==> src/rtl/pipe_adder_pkg.sv <==
// Shared constants, helper functions and stage control bundle for pipe_adder.
// Saturation constants are only consumed when PIPE_ADDER_SAT_EN is defined.
package pipe_adder_pkg;

  localparam int unsigned DEFAULT_WIDTH  = 32;
  localparam int unsigned DEFAULT_STAGES = 4;
  localparam int unsigned MAX_W          = 1024;

  // Control that travels alongside each operand beat through the pipeline.
  typedef struct packed {
    logic valid;
    logic sub;
    logic carry;
  } stage_ctrl_t;

  function automatic int unsigned chunk_w(input int unsigned width, input int unsigned stages);
    return width / stages;
  endfunction

  function automatic logic [MAX_W-1:0] sat_max(input int unsigned width);
    return (MAX_W'(1) << (width - 1)) - MAX_W'(1);
  endfunction

  function automatic logic [MAX_W-1:0] sat_min(input int unsigned width);
    return MAX_W'(1) << (width - 1);
  endfunction

endpackage

==> src/rtl/adder_chunk.sv <==
// Combinational CW-bit adder slice with carry in and carry out.
module adder_chunk #(
  parameter int unsigned CW = 8
) (
  input  logic [CW-1:0] a,
  input  logic [CW-1:0] b,
  input  logic          ci,
  output logic [CW-1:0] sum_c,
  output logic          co_c
);

  assign {co_c, sum_c} = (CW+1)'(a) + (CW+1)'(b) + (CW+1)'(ci);

endmodule

==> src/rtl/pipe_adder.sv <==
// Pipelined WIDTH-bit add/subtract, one CW-bit chunk per stage, valid/ready with global stall.
// Define PIPE_ADDER_SAT_EN to clamp overflowing results to the signed min/max.
module pipe_adder
  import pipe_adder_pkg::*;
#(
  parameter int unsigned WIDTH  = DEFAULT_WIDTH,
  parameter int unsigned STAGES = DEFAULT_STAGES
) (
  input  logic             clk,
  input  logic             rst_n,
  input  logic             in_valid,
  output logic             in_ready,
  input  logic [WIDTH-1:0] a,
  input  logic [WIDTH-1:0] b,
  input  logic             cin,
  input  logic             sub,
  output logic             out_valid,
  input  logic             out_ready,
  output logic [WIDTH-1:0] z,
  output logic             cout,
  output logic             ovf
);

  localparam int unsigned CW   = chunk_w(WIDTH, STAGES);
  localparam int unsigned LAST = STAGES - 1;

  stage_ctrl_t               ctl_q  [STAGES];
  stage_ctrl_t               ctl_in [STAGES];
  stage_ctrl_t               ctl_d  [STAGES];
  logic [WIDTH-1:0]          a_q    [STAGES];
  logic [WIDTH-1:0]          a_d    [STAGES];
  logic [WIDTH-1:0]          b_q    [STAGES];
  logic [WIDTH-1:0]          b_d    [STAGES];
  logic [WIDTH-1:0]          sum_q  [STAGES];
  logic [WIDTH-1:0]          sum_in [STAGES];
  logic [WIDTH-1:0]          sum_d  [STAGES];
  logic [STAGES-1:0][CW-1:0] chunk_sum;
  logic [STAGES-1:0]         chunk_co;
  logic                      ovf_q;
  logic                      ovf_d;
  logic                      a_msb;
  logic                      b_eff_msb;
  logic                      sum_msb;
  logic                      stall;

  assign stall    = ctl_q[LAST].valid && !out_ready;
  assign in_ready = !stall;

  // Stage inputs: port operands for stage 0, skew registers of the previous stage otherwise.
  always_comb begin
    ctl_in[0] = '{valid: in_valid, sub: sub, carry: sub | cin};
    a_d[0]    = a;
    b_d[0]    = b;
    sum_in[0] = '0;
    for (int unsigned k = 1; k < STAGES; k++) begin
      ctl_in[k] = ctl_q[k-1];
      a_d[k]    = a_q[k-1];
      b_d[k]    = b_q[k-1];
      sum_in[k] = sum_q[k-1];
    end
  end

  // Raw b is carried down the pipe; each stage inverts its own chunk in subtract mode.
  for (genvar k = 0; k < STAGES; k++) begin : g_chunk
    logic [CW-1:0] b_eff;

    assign b_eff = ctl_in[k].sub ? ~b_d[k][k*CW +: CW] : b_d[k][k*CW +: CW];

    adder_chunk #(.CW(CW)) u_chunk (
      .a     (a_d[k][k*CW +: CW]),
      .b     (b_eff),
      .ci    (ctl_in[k].carry),
      .sum_c (chunk_sum[k]),
      .co_c  (chunk_co[k])
    );
  end

  always_comb begin
    for (int unsigned k = 0; k < STAGES; k++) begin
      ctl_d[k]              = ctl_in[k];
      ctl_d[k].carry        = chunk_co[k];
      sum_d[k]              = sum_in[k];
      sum_d[k][k*CW +: CW]  = chunk_sum[k];
    end
    a_msb     = a_d[LAST][WIDTH-1];
    b_eff_msb = ctl_in[LAST].sub ^ b_d[LAST][WIDTH-1];
    sum_msb   = chunk_sum[LAST][CW-1];
    ovf_d     = (a_msb == b_eff_msb) && (sum_msb != a_msb);
`ifdef PIPE_ADDER_SAT_EN
    if (ovf_d) begin
      sum_d[LAST] = a_msb ? WIDTH'(sat_min(WIDTH)) : WIDTH'(sat_max(WIDTH));
    end
`endif
  end

  // Every stage advances together; a stall freezes the whole pipe including bubbles.
  always_ff @(posedge clk or negedge rst_n) begin
    if (!rst_n) begin
      for (int unsigned k = 0; k < STAGES; k++) begin
        ctl_q[k] <= '0;
        a_q[k]   <= '0;
        b_q[k]   <= '0;
        sum_q[k] <= '0;
      end
      ovf_q <= 1'b0;
    end else if (!stall) begin
      for (int unsigned k = 0; k < STAGES; k++) begin
        ctl_q[k] <= ctl_d[k];
        a_q[k]   <= a_d[k];
        b_q[k]   <= b_d[k];
        sum_q[k] <= sum_d[k];
      end
      ovf_q <= ovf_d;
    end
  end

  assign out_valid = ctl_q[LAST].valid;
  assign z         = sum_q[LAST];
  assign cout      = ctl_q[LAST].carry;
  assign ovf       = ovf_q;

endmodule

==> config.mk <==
export PLATFORM = sky130hd
export DESIGN_NAME = pipe_adder
export DESIGN_NICKNAME = d
export VERILOG_FILES = /design/src/rtl/pipe_adder_pkg.sv /design/src/rtl/adder_chunk.sv /design/src/rtl/pipe_adder.sv
export SDC_FILE = /design/constraint.sdc
export NUM_CORES = 1
export LEC_CHECK = 0
export ABC_CLOCK_PERIOD_IN_PS = 5200
export CAP_MARGIN = 15
export CORE_MARGIN = 2
export CORE_UTILIZATION = 40
export DETAILED_ROUTE_END_ITERATION = 6
export GPL_ROUTABILITY_DRIVEN = 0
export GPL_TIMING_DRIVEN = 0
export PLACE_DENSITY = 0.65
export SYNTH_ARGS = -nofsm -noshare
export SYNTH_HDL_FRONTEND = slang
export SYNTH_SLANG_ARGS = --single-unit
==> constraint.sdc <==
create_clock -name clk -period 5.2 [get_ports clk]
set_input_delay 1.04 -clock clk [delete_from_list [all_inputs] [get_ports clk]]
set_output_delay 1.04 -clock clk [all_outputs]
set_load 0.01 [all_outputs]
==> results of run 1 <==
-- flip-flops by register name, summed over array words and instances, names as in the netlist --
register / flops
a_d: 48
b_d: 48
cout: 1
ctl_d: 6
ctl_in: 3
out_valid: 1
ovf: 1
sum_d: 48
z: 32
-- critical path, delay by kind of cell --
| kind | cells | cell delay (ns) |
|---|---|---|
| and+or+nand+nor | 1 | 0.07 |
| buffers and inverters | 5 | 2.28 |
-- through the flow --
step / worst slack [ns] / hold WS [ns] / cell area, um2 / std cells
floorplan: 1.91 / 0.430 / 8500 / 943
global placement: -4.70 / 0.443 / 9890 / 1322
detailed placement: 0.770 / 0.453 / 9920 / 1323
CTS: 0.774 / 0.471 / 10500 / 1355
global route: 0.634 / 0.481 / 10500 / 1355
finish: 0.758 / 0.464 / 10500 / 1355
-- worst max-delay path by stage --
stage	startpoint	to	slack [ns]	cells after the start
floorplan	sub	sum_d[70]$_DFFE_PN0N_	1.91	9
detailed placement	out_ready	in_ready	0.77	6
finish	out_ready	in_ready	0.76	6
global route	out_ready	in_ready	0.63	6
global placement	rst_n	a_d[94]$_DFFE_PN0N_	-4.70	1
CTS	out_ready	in_ready	0.77	6
-- where the power goes --
part | leakage [nW] | total (W) | internal, W | switching, W
Clock | 0.303 | 0.00138 | 0.000777 | 0.000604
Combinational | 2.67 | 0.00294 | 0.00134 | 0.00160
Sequential | 2.26 | 0.00249 | 0.00211 | 0.000378
-- metal layers --
| layer | GRT usage, % | routed length [um] |
|---|---|---|
| met1 | 24.5 | 9050 |
| met2 | 30.2 | 9150 |
| met3 | 3.32 | 558 |
| met4 | 4.15 | 197 |
| met5 | 0 | 0 |
-- final cells by class --
class,instances,area [um2]
fillers,2059,10400
flip-flops and latches,188,4700
multi-input cells,693,3550
repair buffers,105,1070
clock buffers,17,425
well taps,275,344
clock inverters,15,204
plain buffers,45,183
inverters,17,63.8
-- kinds of logic (layout without fill, tap and decap cells) --
kind of cell / after synthesis / count (layout) / synth area share [%]
compound gates: 101 / 101 / 8.07
flops: 188 / 188 / 55.3
simple gates: 517 / 517 / 23.7
fa+ha+maj: 36 / 36 / 6.01
xor+xnor: 39 / 39 / 4.02
buf+inv: 62 / 199 / 2.90
-- placed cells by master (no fill, tap or decap), types with 9 or more instances in the layout --
cell	synthesis	routed
a21oi_1	13	13
buf_2	11	11
clkbuf_1	32	32
clkbuf_16	0	17
clkdlybuf4s50_1	0	103
dfrtp_1	188	188
ha_1	28	28
inv_1	16	16
nand2_1	461	461
nor2_1	21	21
nor3_1	13	13
o21a_1	18	18
o21ai_0	26	26
o31ai_1	9	9
xor2_1	35	35
==> results.cfg, run 1 <==
[logic_synthesis]
synthDistinctLibCells = 31
synthesis.area_um2 = 8500
syn_nets = 1049
ys_seq_area_share_pct = 55.3
syn_avg_cell_area_um2 = 9.01
synth.most_common_cell = nand2_1
async_reset_ff_share_pct = 100
syn_inst = 943
synth_seq_cells = 188
synthTopCellsByArea = dfrtp_1 55%, nand2_1 20%, ha_1 4.1%
synth_edf_count = 0
synth_flop_cell = dfrtp_1
yosys_warnings = 0
synth_common_cells = 461 x nand2_1, 188 x dfrtp_1, 35 x xor2_1
synth_largest_area_cell = dfrtp_1
yosysTopAreaCellShare_pct = 55.3

[critical_path]
crit_top_cell = clkdlybuf4s50_1
cp.arrival_ns = 3.40
worstReg2RegStart = ctl_d[7]$_DFFE_PN0N_
crit_path_max_fanout = 10
r2r_end = sum_d[46]$_DFFE_PN0N_
crit_slowest_cell = clkdlybuf4s50_1
rrSetupSlack_ns = 2.30
max_stage_delay_ns = 0.68
crit_chain = clkdlybuf4s50_1 > nor2b_1 > inv_2 > clkbuf_1 > buf_1 > clkdlybuf4s50_1
crit_required_ns = 4.16
crit_type = input pin to output pin
start_kind = input pin
r2r_cells = 9
cp-end-kind = output pin

[pwr]
p_leak_nw = 5.23
p_total_w = 0.00682
powerDensity_nw_per_um2 = 646
ir_drop_v = 0.000296

[cts]
cts_resized = 0
cts_tree = yes
cts_buffers = 17
h-tree-depth = 4
cts.clk_slew.worst_paths_ns = 0.07
insertion_delay_ns = 0.43
cts_buffer_depth = 2
hold_buffers = 0
cts_root_buf = clkbuf_16
post_cts_buffers = 0
cts_sinks = 188

[worst_hold_path]
min_from = z[3]$_DFFE_PN0N_
hold_end = z[3]$_DFFE_PN0N_
holdPathStages = 2
hold_path_class = flop to flop

[timing]
period_minus_slack_ns = 4.44
worstMarginPinSlew_ns = 0.834
rsz0062_at_grt = no
fin_tns_setup_ns = 0
slew_violations = 0
max_freq_mhz = 225
setup_viol = 0
min_period_over_period_pct = 85.4
final-hold-violation-count = 0
relSlewSlack_pct = 44.4
fin_skew_ns = 0.00843

[floorplanning]
die_h_um = 150
rows = 53
ioPinCount = 106
initial_core_util_pct = 40.6
core_area_um2 = 21000
die_area_um2 = 22400
die_w_um = 150

[global_routing]
grt_antenna_before_repair = 0
overflow = 0
grt_max_degree = 114
grt_pass1_wl_um = 31600
grt_pass1_vias = 6278
grt_use_total_pct = 18.1

[run_status]
status = completed

[finish]
fin_nets = 1173
post-route-util_pct = 50.3
drive_gt1_share_pct = 4.72
antenna_cells = 0
area_delta_synth_final_pct = 24.1

[route]
ant_nets = 0
first_pass_iters = 5
via_per_inst = 4.76
num_vias = 6449
route.final.wire_length_um = 19000
drc = 0
first_iter_violations = 266
wl_per_cell_um = 14.0

[flow_run]
cap_viol_max_count = 0

[placed_design]
port_buffers = 104
dp_hpwl_um = 13800
Power figures use the tool's default switching activity.
==> inputs of run 2 (changes only) <==
--- a/config.mk
+++ b/config.mk
@@ -5,14 +5,15 @@
 export SDC_FILE = /design/constraint.sdc
 export NUM_CORES = 1
 export LEC_CHECK = 0
-export ABC_CLOCK_PERIOD_IN_PS = 5200
-export CAP_MARGIN = 15
+export ABC_CLOCK_PERIOD_IN_PS = 3810
+export CAP_MARGIN = 0
 export CORE_MARGIN = 2
 export CORE_UTILIZATION = 40
+export CTS_CLUSTER_DIAMETER = 80
 export DETAILED_ROUTE_END_ITERATION = 6
 export GPL_ROUTABILITY_DRIVEN = 0
 export GPL_TIMING_DRIVEN = 0
-export PLACE_DENSITY = 0.65
+export PLACE_DENSITY = 0.67
 export SYNTH_ARGS = -nofsm -noshare
 export SYNTH_HDL_FRONTEND = slang
 export SYNTH_SLANG_ARGS = --single-unit
==> constraint.sdc (replaced) <==
create_clock -name clk -period 3.81 [get_ports clk]
set_input_delay 0.762 -clock clk [delete_from_list [all_inputs] [get_ports clk]]
set_output_delay 0.762 -clock clk [all_outputs]
set_load 0.01 [all_outputs]
==> run 2 against run 1 <==
  * First-iteration DRC count is 20% higher
  * Global-route usage down 0.056 points
  * Clock skew down 0.0015 ns
  * Via count decreased by 0.73%
  * Highest routed layer unchanged
  * Register-to-register slack got worse by 1.3 ns
  * Largest cell class unchanged
  * Setup slack worse by 0.40 ns
  * Critical path type unchanged
  * Sequential power up 36%
==> results.cfg, run 2 (same netlist as run 1, synthesis figures left out) <==
[run_status]
status = completed

[finish]
fin_nets = 1172
final_common_cell = nand2_1
stdcell_area_um2 = 10500
drive_gt1_share_pct = 4.63
instances_no_fill = 1354
layout_common_cells = 461 x nand2_1, 188 x dfrtp_1, 103 x clkdlybuf4s50_1
antenna_cells = 0
area_delta_synth_final_pct = 23.3
fillers = 2038

[cts]
hold_buffers = 0
cts_root_buf = clkbuf_16
cts_buffer_depth = 2
insertion_delay_ns = 0.44
cts_buffers = 17
h-tree-depth = 4
cts_tree = yes
cts_sinks = 188
cts.clk_slew.worst_paths_ns = 0.07
cts_resized = 0
post_cts_buffers = 0

[global_routing]
grt_pass1_wl_um = 31400
grt_use_met1_pct = 23.9
grt_antenna_before_repair = 0
grt_use_total_pct = 18.0
grt_pass1_vias = 6300
overflow = 0
grt_busiest_layer = met2
grt_use_met3_pct = 3.38
grt_util_met2_pct = 29.9
grt_max_degree = 110

[floorplanning]
die_h_um = 150
rows = 53
ioPinCount = 106
die_w_um = 150
core_area_um2 = 21000
initial_core_util_pct = 40.6
die_area_um2 = 22400

[critical_path]
crit_required_ns = 3.05
start_kind = input pin
crit_type = input pin to output pin
crit_path_max_fanout = 16
cp.arrival_ns = 2.69
cp-end-kind = output pin

[timing]
min_period_over_period_pct = 90.6
worstMarginPinSlew_ns = 0.798
period_minus_slack_ns = 3.45
final-hold-violation-count = 0
slew_violations = 0
setup_viol = 0
fin_tns_setup_ns = 0
fin_skew_ns = 0.00695
relSlewSlack_pct = 46.8
rsz0062_at_grt = no
max_freq_mhz = 290

[route]
first_pass_iters = 5
drc = 0
first_iter_violations = 320
wl_per_cell_um = 13.9
route.final.wire_length_um = 18800
via_per_inst = 4.73
num_vias = 6402
ant_nets = 0

[worst_hold_path]
hold_path_class = input pin to asynchronous set/reset pin

[pwr]
p_leak_nw = 5.20
powerDensity_nw_per_um2 = 871
ir_drop_v = 0.000398

[placed_design]
port_buffers = 104
place_area_um2 = 9920
dp_cells = 1323
dp_hpwl_um = 13900

[flow_run]
cap_viol_max_count = 0
-- run 2: changes by cell type in the layout (fill, tap and decap cells not counted), sizes merged --
cell      change
clkinvlp      +1
clkbuf        +1
bufinv        -3
-- run 2: worst paths after layout --
kind                                 startpoint  cells after the start  slack (ns)                  end
setup / recovery                      out_ready                      5        0.36             in_ready
hold / removal                            rst_n                      1        0.31  a_d[79]$_DFFE_PN0N_
setup reg to reg           ctl_d[1]$_DFFE_PN0N_                      9        0.97     cout$_DFFE_PN0N_
hold reg to reg                z[9]$_DFFE_PN0N_                      2        0.46     z[9]$_DFFE_PN0N_
max in group asynchronous                 rst_n                      2        2.57    z[22]$_DFFE_PN0N_
min in group clk               z[9]$_DFFE_PN0N_                      2        0.46     z[9]$_DFFE_PN0N_
-- run 2: layout make-up --
| cell class | count | area, um2 | share of cell area [%] |
|---|---|---|---|
| inverters | 17 | 63.8 | 0.609 |
| well taps | 275 | 344 | 3.28 |
| clock inverters | 13 | 128 | 1.22 |
| multi-input cells | 693 | 3550 | 33.9 |
| repair buffers | 105 | 1070 | 10.2 |
| plain buffers | 44 | 179 | 1.71 |
| flip-flops and latches | 188 | 4700 | 44.9 |
| clock buffers | 19 | 443 | 4.22 |
-- run 2: per-layer routing --
metal	share of wire (%)	vias to the layer above
met1	46	2989
met2	49	116
met4	2.1	0
met5	0	-
li1	-	3270
met3	3.1	27
-- run 2: per-stage QoR --
stage | hold WS (ns) | utilization, % | worst slack [ns] | power (W)
finish | 0.308 | 50.0 | 0.359 | 0.00913
global route | 0.355 | 50.0 | 0.266 | 0.00993
CTS | 0.332 | 50.0 | 0.347 | 0.00920
detailed placement | 0.455 | 47.3 | -0.0510 | 0.00747
global placement | 0.443 | 47.2 | -5.80 | 0.00733
floorplan | 0.430 | - | 0.794 | 0.00609
-- run 2: power by group --
part	internal (W)	total, W	switching (W)
Clock	0.000884	0.00171	0.000830
Combinational	0.00184	0.00403	0.00220
Sequential	0.00288	0.00339	0.000504
-- run 2: critical path, cell delays in order --
cell,delay [ns]
clkdlybuf4s50_1,0.46
nor2b_1,0.07
inv_2,0.28
buf_1,0.45
clkdlybuf4s50_1,0.67
==> inputs of run 3 (changes only) <==
--- a/config.mk
+++ b/config.mk
@@ -8,12 +8,12 @@
 export ABC_CLOCK_PERIOD_IN_PS = 3810
 export CAP_MARGIN = 0
 export CORE_MARGIN = 2
-export CORE_UTILIZATION = 40
+export CORE_UTILIZATION = 44
 export CTS_CLUSTER_DIAMETER = 80
 export DETAILED_ROUTE_END_ITERATION = 6
 export GPL_ROUTABILITY_DRIVEN = 0
 export GPL_TIMING_DRIVEN = 0
-export PLACE_DENSITY = 0.67
+export PLACE_DENSITY = 0.72
 export SYNTH_ARGS = -nofsm -noshare
 export SYNTH_HDL_FRONTEND = slang
 export SYNTH_SLANG_ARGS = --single-unit
==> run 3 against run 2 <==
  * Flip-flop and latch count is the same
  * Design area is 0.85% higher
  * Maximum frequency down 1.4%
  * Critical endpoint unchanged
  * Utilization grew 6.1 points
  * Power increased by 3.7%
  * Die area is 8.9% lower
  * Combinational power about the same
  * Sequential power about the same
==> results.cfg, run 3 (same netlist as run 1, synthesis figures left out) <==
[run_status]
status = completed

[cts]
cts_root_buf = clkbuf_16
cts.clk_slew.worst_paths_ns = 0.07
cts_resized = 0
cts_tree = yes
insertion_delay_ns = 0.43
post_cts_buffers = 0
h-tree-depth = 4
hold_buffers = 0
cts_buffers = 17
cts_buffer_depth = 2
cts_sinks = 188

[placed_design]
port_buffers = 104
place_area_um2 = 9900
dp_hpwl_um = 13500

[finish]
fin_nets = 1172
post-route-util_pct = 56.2
layout_common_cells = 461 x nand2_1, 188 x dfrtp_1, 103 x clkdlybuf4s50_1
regArea_um2 = 4700
stdcell_area_um2 = 10600
drive_gt1_share_pct = 4.63
antenna_cells = 0
area_delta_synth_final_pct = 24.4
fillers = 1684
multi_input_area_um2 = 3550
final_common_cell = nand2_1

[timing]
max_freq_mhz = 286
period_minus_slack_ns = 3.50
slew_violations = 0
min_period_over_period_pct = 91.9
worstMarginPinSlew_ns = 0.819
setup_viol = 0
relSlewSlack_pct = 45.4
rsz0062_at_grt = no
fin_skew_ns = 0.00638
final-hold-violation-count = 0
holdWs_ns = 0.280

[critical_path]
crit_slowest_cell = clkdlybuf4s50_1
crit_top_cell = clkdlybuf4s50_1
r2r_cells = 9
cp-end-kind = output pin
crit_chain = clkdlybuf4s50_1 > nor2b_1 > inv_2 > buf_1 > clkdlybuf4s50_1
start_kind = input pin
crit_path_max_fanout = 16
max_stage_delay_ns = 0.68
crit_required_ns = 3.05
cp.arrival_ns = 2.74
crit_type = input pin to output pin

[global_routing]
grt_max_degree = 117
grt_antenna_before_repair = 0
overflow = 0
grt_use_met1_pct = 25.7
grt_busiest_layer = met2
grt_pass1_vias = 6431
grt_use_total_pct = 19.8
grt_pass1_wl_um = 31400
grt_use_met3_pct = 3.29
grt_util_met2_pct = 33.7

[route]
ant_nets = 0
num_vias = 6439
drc = 0
first_iter_violations = 378
route.final.wire_length_um = 18500
first_pass_iters = 4
via_per_inst = 4.81
wl_per_cell_um = 13.8

[pwr]
ir_drop_v = 0.000487
powerDensity_nw_per_um2 = 896
p_leak_nw = 5.26

[floorplanning]
die_area_um2 = 20400
die_h_um = 143
die_w_um = 143
initial_core_util_pct = 45.1
core_area_um2 = 18800
ioPinCount = 106
rows = 50

[worst_hold_path]
hold_path_class = input pin to asynchronous set/reset pin

[flow_run]
cap_viol_max_count = 0
run 3: changes by cell type in the layout (fill, tap and decap cells not counted), sizes merged:
cell	delta
clkinvlp	-2
bufinv	+6
inv	-4
run 3: metrics by stage:
step / setup slack [ns] / TNS, ns / instances / power (W)
after global routing: 0.246 / 0 / 1339 / 0.0102
after CTS: 0.353 / 0 / 1339 / 0.00953
after global placement: -5.61 / -1052.30 / 1307 / 0.00731
final: 0.309 / 0 / 1339 / 0.00947
after floorplan: 0.794 / 0 / 943 / 0.00609
after detailed placement: -0.0821 / -0.0821 / 1308 / 0.00747
run 3: area by class of cell:
cell class / instances / share of cell area (%)
Multi-Input combinational cell: 693 / 33.6
Sequential cell: 188 / 44.5
Clock inverter: 13 / 2.22
Timing Repair Buffer: 105 / 10.2
Inverter: 17 / 0.603
Tap cell: 260 / 3.08
Buffer: 44 / 1.69
Clock buffer: 19 / 4.19
run 3: critical path, delay by kind of cell:
kind                   cells  cell delay (ns)
buffers and inverters      4             1.90
and+or+nand+nor            1             0.07
run 3: layer usage:
layer / part of all wire (%) / wire, um
met5: 0 / 0
met1: 45 / 8320
met2: 49 / 9100
met4: 1.9 / 355
met3: 4.1 / 759
run 3: path summary, 6_finish.rpt:
path,from,to,slack [ns]
max,out_ready,in_ready,0.31
min,rst_n,ctl_d[8]$_DFFE_PN0N_,0.28
max reg2reg,ctl_d[4]$_DFFE_PN0N_,sum_d[22]$_DFFE_PN0N_,1.01
min reg2reg,ctl_d[2]$_DFFE_PN0N_,ctl_d[2]$_DFFE_PN0N_,0.46
max in group asynchronous,rst_n,sum_d[32]$_DFFE_PN0N_,2.60
min in group clk,ctl_d[2]$_DFFE_PN0N_,ctl_d[2]$_DFFE_PN0N_,0.46
run 3: power breakdown:
part | leakage (nW) | internal [W] | switching, W
Combinational | 2.66 | 0.00184 | 0.00220
Sequential | 2.26 | 0.00289 | 0.000523
Clock | 0.330 | 0.00126 | 0.000767
